File: src/rtl/instr_fetch_unit.sv
// instr_fetch_unit: program-memory fetch initiator (port A side).
// Issues word-aligned reads into a fixed-latency pipelined bus, tags each
// response with its address, buffers {pc, instr} in a prefetch FIFO and
// serves decode over a valid/ready handshake. A redirect clears the FIFO
// and discards responses still owed to the old stream.
// Optional feature macro: FETCH_PERF_COUNTERS_EN (accepted/dropped counters).
module instr_fetch_unit #(
  parameter int unsigned FIFO_DEPTH  = 4,
  parameter logic [31:0] RESET_PC    = 32'h0000_0000,
  parameter int unsigned MEM_LATENCY = 2
) (
  input  logic        clk_in,
  input  logic        rst_in,
  input  logic        fetch_en_in,
  input  logic        redirect_in,
  input  logic [31:0] redirect_pc_in,
  output logic [31:0] mem_addr_out,
  output logic        mem_read_request_out,
  input  logic [31:0] mem_instr_in,
  input  logic        mem_data_valid_in,
  output logic [31:0] instr_out,
  output logic [31:0] pc_out,
  output logic        instr_valid_out,
  input  logic        instr_ready_in,
  output logic [31:0] fetched_count_out,
  output logic [15:0] dropped_count_out
);

  localparam int unsigned AW = (FIFO_DEPTH > 1) ? $clog2(FIFO_DEPTH) : 1;
  localparam int unsigned CW = AW + 1;
  localparam logic [CW:0] DEPTH_W = (CW+1)'(FIFO_DEPTH);

  typedef enum logic {RUN = 1'b0, FLUSH = 1'b1} state_e;

  typedef struct packed {
    logic [31:0] pc;
    logic [31:0] instr;
  } entry_t;

  state_e        state_q;
  logic [CW-1:0] drop_cnt_q;
  logic [CW-1:0] inflight_q;
  logic [CW-1:0] inflight_d;
  logic [CW-1:0] count_q;
  logic [AW-1:0] rd_ptr_q;
  logic [AW-1:0] wr_ptr_q;
  logic [31:0]   fetch_pc_q;
  logic [31:0]   mem_addr_q;
  logic          mem_req_q;
  logic [31:0]   pc_pipe_q [MEM_LATENCY];
  entry_t        fifo_mem  [FIFO_DEPTH];
  entry_t        head;

  logic [CW:0]   occ_sum;
  logic          issue;
  logic          resp_ok;
  logic          push;
  logic          pop;

  // inflight already includes the request being driven this cycle, so
  // occupancy + inflight covers every FIFO slot a response may still need.
  assign occ_sum    = {1'b0, count_q} + {1'b0, inflight_q};
  assign issue      = fetch_en_in && !redirect_in && (occ_sum < DEPTH_W);
  assign resp_ok    = mem_data_valid_in && (inflight_q != '0);
  assign push       = resp_ok && !redirect_in && (state_q == RUN);
  assign pop        = (count_q != '0) && instr_ready_in && !redirect_in;
  assign inflight_d = inflight_q + CW'(issue) - CW'(resp_ok);

  // Request side: registered bus outputs, fetch pc and outstanding count.
  // NOTE: sequential state uses non-blocking assignments so every register
  // samples the pre-edge values regardless of statement order.
  always_ff @(posedge clk_in) begin
    if (rst_in) begin
      mem_req_q  <= 1'b0;
      mem_addr_q <= RESET_PC;
      fetch_pc_q <= RESET_PC;
      inflight_q <= '0;
    end else begin
      inflight_q <= inflight_d;
      if (redirect_in) begin
        mem_req_q  <= 1'b0;
        fetch_pc_q <= redirect_pc_in & ~32'h3;
      end else if (issue) begin
        mem_req_q  <= 1'b1;
        mem_addr_q <= fetch_pc_q;
        fetch_pc_q <= fetch_pc_q + 32'd4;
      end else begin
        mem_req_q  <= 1'b0;
      end
    end
  end

  // Flush FSM: counts responses still owed to the stream a redirect abandoned.
  always_ff @(posedge clk_in) begin
    if (rst_in) begin
      state_q    <= RUN;
      drop_cnt_q <= '0;
    end else if (redirect_in) begin
      drop_cnt_q <= inflight_q - CW'(resp_ok);
      state_q    <= ((inflight_q - CW'(resp_ok)) != '0) ? FLUSH : RUN;
    end else begin
      case (state_q)
        RUN: ;
        FLUSH: begin
          if (resp_ok) begin
            drop_cnt_q <= drop_cnt_q - CW'(1);
            if (drop_cnt_q == CW'(1)) state_q <= RUN;
          end
        end
        default: state_q <= RUN;
      endcase
    end
  end

  // Address tag pipeline and FIFO storage: pure data, shifted/written blindly.
  // NOTE: these arrays carry no reset; validity comes from the FIFO count and
  // the fixed response timing, so resetting them would only add cost.
  always_ff @(posedge clk_in) begin
    pc_pipe_q[0] <= mem_addr_q;
    for (int i = 1; i < MEM_LATENCY; i++) pc_pipe_q[i] <= pc_pipe_q[i-1];
    if (push) fifo_mem[wr_ptr_q] <= '{pc: pc_pipe_q[MEM_LATENCY-1], instr: mem_instr_in};
  end

  // FIFO pointers and occupancy; a redirect empties the queue at the edge.
  always_ff @(posedge clk_in) begin
    if (rst_in || redirect_in) begin
      rd_ptr_q <= '0;
      wr_ptr_q <= '0;
      count_q  <= '0;
    end else begin
      if (push) wr_ptr_q <= wr_ptr_q + AW'(1);
      if (pop)  rd_ptr_q <= rd_ptr_q + AW'(1);
      count_q <= count_q + CW'(push) - CW'(pop);
    end
  end

  assign head                 = fifo_mem[rd_ptr_q];
  assign instr_valid_out      = (count_q != '0);
  assign instr_out            = instr_valid_out ? head.instr : 32'h0;
  assign pc_out               = instr_valid_out ? head.pc    : 32'h0;
  assign mem_addr_out         = mem_addr_q;
  assign mem_read_request_out = mem_req_q;

`ifdef FETCH_PERF_COUNTERS_EN
  logic [31:0] fetched_q;
  logic [15:0] dropped_q;
  logic        drop;

  assign drop = resp_ok && (redirect_in || (state_q == FLUSH));

  // Performance counters: accepted instructions wrap, drops saturate.
  always_ff @(posedge clk_in) begin
    if (rst_in) begin
      fetched_q <= '0;
      dropped_q <= '0;
    end else begin
      if (pop) fetched_q <= fetched_q + 32'd1;
      if (drop && (dropped_q != 16'hFFFF)) dropped_q <= dropped_q + 16'd1;
    end
  end

  assign fetched_count_out = fetched_q;
  assign dropped_count_out = dropped_q;
`else
  assign fetched_count_out = 32'h0;
  assign dropped_count_out = 16'h0;
`endif

endmodule

File: config.mk
export PLATFORM = sky130hd
export DESIGN_NAME = instr_fetch_unit
export DESIGN_NICKNAME = d
export VERILOG_FILES = /design/src/rtl/instr_fetch_unit.sv
export SDC_FILE = /design/constraint.sdc
export NUM_CORES = 1
export LEC_CHECK = 0
export CAP_MARGIN = 10
export CORE_ASPECT_RATIO = 1.4
export CORE_UTILIZATION = 40
export CTS_CLUSTER_SIZE = 40
export DETAILED_ROUTE_END_ITERATION = 8
export SLEW_MARGIN = 0
export SYNTH_ARGS = -nofsm -noshare
export SYNTH_HDL_FRONTEND = slang
export SYNTH_SLANG_ARGS = --single-unit
File: constraint.sdc
create_clock -name clk_in -period 3.1 [get_ports clk_in]
set_input_delay 0.62 -clock clk_in [delete_from_list [all_inputs] [get_ports clk_in]]
set_output_delay 0.62 -clock clk_in [all_outputs]
set_load 0.1 [all_outputs]
==> key figures <==
Detailed routing
  – Drt via density: 5.044
  – Routed length on met2: 15650 um
  – Top Layer Used: met4
  – DR vias: 8146
  – Initial DRC count: 460
  – WL/cell: 18.60 um
  – TritonRoute pass-1 iters: 5
  – Antenna-violating nets left: 0
  – # DRC: 0
  – Met3 wire length: 1323 um
  – Final wirelength: 30030 um
  – M1 WL: 12370 um

Die
  – Placement row count: 83
  – Die W: 165.0 um
  – Num ports: 216
  – Die area: 38000 sq um
  – Initial Util: 40.61%
  – Die Y: 230.3 um
  – Core area: 36660 sq um

Placement
  – Post-DP HPWL: 19020 um
  – RePlAce Congestion: 0.8145
  – I/O Buffers: 161
  – DP Worst Slack: -0.1446 ns

Cells and area
  – Area Growth Syn to Fin: 25.38%
  – Share of cells above drive strength 1: 22.65%
  – Ant diodes: 0
  – FF+latch area: 10200 sq um
  – Filler Cell Count: 3119
  – Fin util: 50.91%
  – Nets: 1204
  – Multi-input gate area in the final layout: 4184 sq um

Critical path
  – CP Launch Type: flop
  – R2R depth: 12
  – WS Path Type: reg2reg
  – CP required: 3.52 ns
  – Worst-path maximum fanout: 5
  – Worst path arrival time: 3.34 ns
  – FF-to-FF End: inflight_q[2]$_SDFF_PP0_
  – Worst R2R Setup Slack: 0.18 ns
  – R2R Path Start: inflight_q[2]$_SDFF_PP0_
  – Kind of end point of the critical path: flop

Worst hold path
  – Hold Path Sink: pc_pipe_q[0][50]$_DFF_P_
  – Hold path start: pc_pipe_q[0][18]$_DFF_P_
  – Hold depth: 0
  – Hold WC Path Type: reg2reg

Logic synthesis
  – Synth cell count leaders: edfxtp_1 (248), dfxtp_1 (137), and2_1 (70), nor2_1 (67), mux4_2 (62)
  – Predominant post-synthesis flop cell: edfxtp_1
  – Synth async-reset ratio: 0%
  – Top cells by area, synth: edfxtp_1 (50%), dfxtp_1 (18%), mux4_2 (9.4%)
  – Number of flops mapped to enable cells by yosys: 248
  – Cell taking the most area after synthesis: edfxtp_1
  – Yosys Warn Count: 0
  – Avg Inst Size Synth: 15.84 sq um
  – Cells after Synth: 940
  – Top cell type's share of synthesized area: 50.03%
  – Sequential share of the synthesized area: 68.45%
  – Synth Cell Area: 14890 sq um
  – Top-count cell post-synth: edfxtp_1
  – Register bit total from synthesis: 385
  – Count of cell types in the netlist: 56

Timing
  – Tightest Pin Transition: 0.8642 ns
  – Clk_skew: 0.01871 ns
  – Worst setup margin: 0.1756 ns
  – Final setup viols: 0
  – Fin. Hold Viols: 0
  – RSZ-0062 raised after global routing: false
  – Slew Limit Headroom: 41.65%
  – Final period util: 94.34%
  – Setup TNS: 0 ns
  – Min cycle time layout: 2.924 ns
  – FMAX: 342.0 MHz
  – Final hold slack: 0.3232 ns
  – Max Slew Vio Count: 0

Power and ir drop
  – Leakage power: 6.509 nW
  – PwrDens: 669.6 nW/um^2
  – Peak VDD IR: 0.4321 mV
  – Total power: 12.50 mW

CTS
  – Clock slew at reported path FFs: 0.06 ns
  – CTS tree: built
  – Max clock buf depth: 3
  – Clock sinks: 385
  – CTS Root Cell: clkbuf_16
  – Hold-fix buffer count after cts: 0
  – Num CTS Buffers: 39
  – Post-cts sizing count: 0
  – Postcts setup bufs: 0
  – Worst-Skew Late Latency: 0.54 ns
  – H-tree depth: 2

Status
  – Status: finished, final reports clean

GRT
  – Initial antenna violation count: 0
  – GRT Util Overall: 16.10%
  – Largest net degree at the start of global routing: 53
  – Vias in the first global route: 8352
  – First-pass GRT wire length: 46330 um
  – GR Overflow Total: 0

Job
  – Max-cap violations: 0
cells in the final DEF, fill, tap and decap left out, types with 9 or more instances in the layout:
master and n:
edfxtp_1 248, dfxtp_1 135, nor2_1 67, and2_1 66
clkdlybuf4s50_1 66, mux4_2 62, buf_12 61, buf_4 56
conb_1 52, clkbuf_16 39, mux2i_1 31, inv_1 20
nand4_1 18, nand2_1 16, ha_1 15, xnor2_1 13
a211oi_1 11, a311oi_1 10, nand3_1 10, o31ai_1 9
where the power goes:
part	switching [mW]	internal [mW]
Combinational	1.27	0.603
Sequential	0.150	5.69
Clock	1.92	2.86
Total	3.34	9.16
cell families (layout without fill, tap and decap cells):
kind of cell             Yosys count  in the layout  share of synthesized area [%]
XOR/XNOR                          18             18                          1.059
multiplexers                      93             93                          11.47
AO/OA/AOI/OAI                     68             68                          3.404
buffers and inverters            119            276                          4.799
other                              1             52                        0.02519
adder cells (fa/ha/maj)           17             17                          1.530
flip-flops                       385            385                          68.45
AND/OR/NAND/NOR                  239            239                          9.263
worst max-delay path by stage:
| stage | startpoint | end | slack [ns] |
|---|---|---|---|
| 5_1_grt | inflight_q[2]$_SDFF_PP0_ | inflight_q[2]$_SDFF_PP0_ | 0.01 |
| 2_1_floorplan | inflight_q[2]$_SDFF_PP0_ | inflight_q[2]$_SDFF_PP0_ | 0.01 |
| 3_5_place_dp | fetch_en_in | inflight_q[2]$_SDFF_PP0_ | -0.14 |
| 3_3_place_gp | fetch_en_in | inflight_q[2]$_SDFF_PP0_ | -0.12 |
| 4_1_cts | count_q[0]$_SDFF_PP0_ | pc_out[11] | 0.14 |
| 6_report | inflight_q[2]$_SDFF_PP0_ | inflight_q[2]$_SDFF_PP0_ | 0.18 |
routing by layer:
| metal | vias up | track usage [%] |
|---|---|---|
| li1 | 3821 | - |
| met1 | 4049 | 19.92 |
| met2 | 223 | 28.32 |
| met3 | 53 | 2.561 |
| met4 | 0 | 5.132 |
| met5 | - | 0 |
state kept, by name (all words and copies together) (netlist names), named ones only:
signal                cells
state_q                   1
drop_cnt_q                3
fifo_mem                248
count_q                   3
pc_pipe_q                60
wr_ptr_q                  2
mem_read_request_out      1
inflight_q                3
fetch_pc_q               30
mem_addr_out             30
rd_ptr_q                  2
final cells by class:
type	count	area share (%)
sequential	385	54.64
multi-input combinational	487	22.42
timing repair buffer	184	12.36
clock buffer	47	5.444
tap	467	3.131
clock inverter	25	1.602
inverter	20	0.4023
worst max-delay path, cell delays in order (launching register included):
cell and delay [ns]:
dfxtp_1 0.45, ha_1 0.31, or4b_1 0.56, nor3_4 0.16, inv_1 0.06, ha_1 0.28, inv_1 0.05, ha_1 0.13
inv_1 0.05, fa_1 0.37, xnor2_1 0.20, xnor2_1 0.13, nor2_1 0.05
through the flow:
| stage | instances | cell area (sq um) |
|---|---|---|
| finish | 1615 | 18660 |
| global route | 1615 | 18660 |
| CTS | 1615 | 18660 |
| detailed placement | 1543 | 17350 |
| global placement | 1543 | 17350 |
| floorplan | 991 | 15090 |
(Power assumes the default switching activity.)
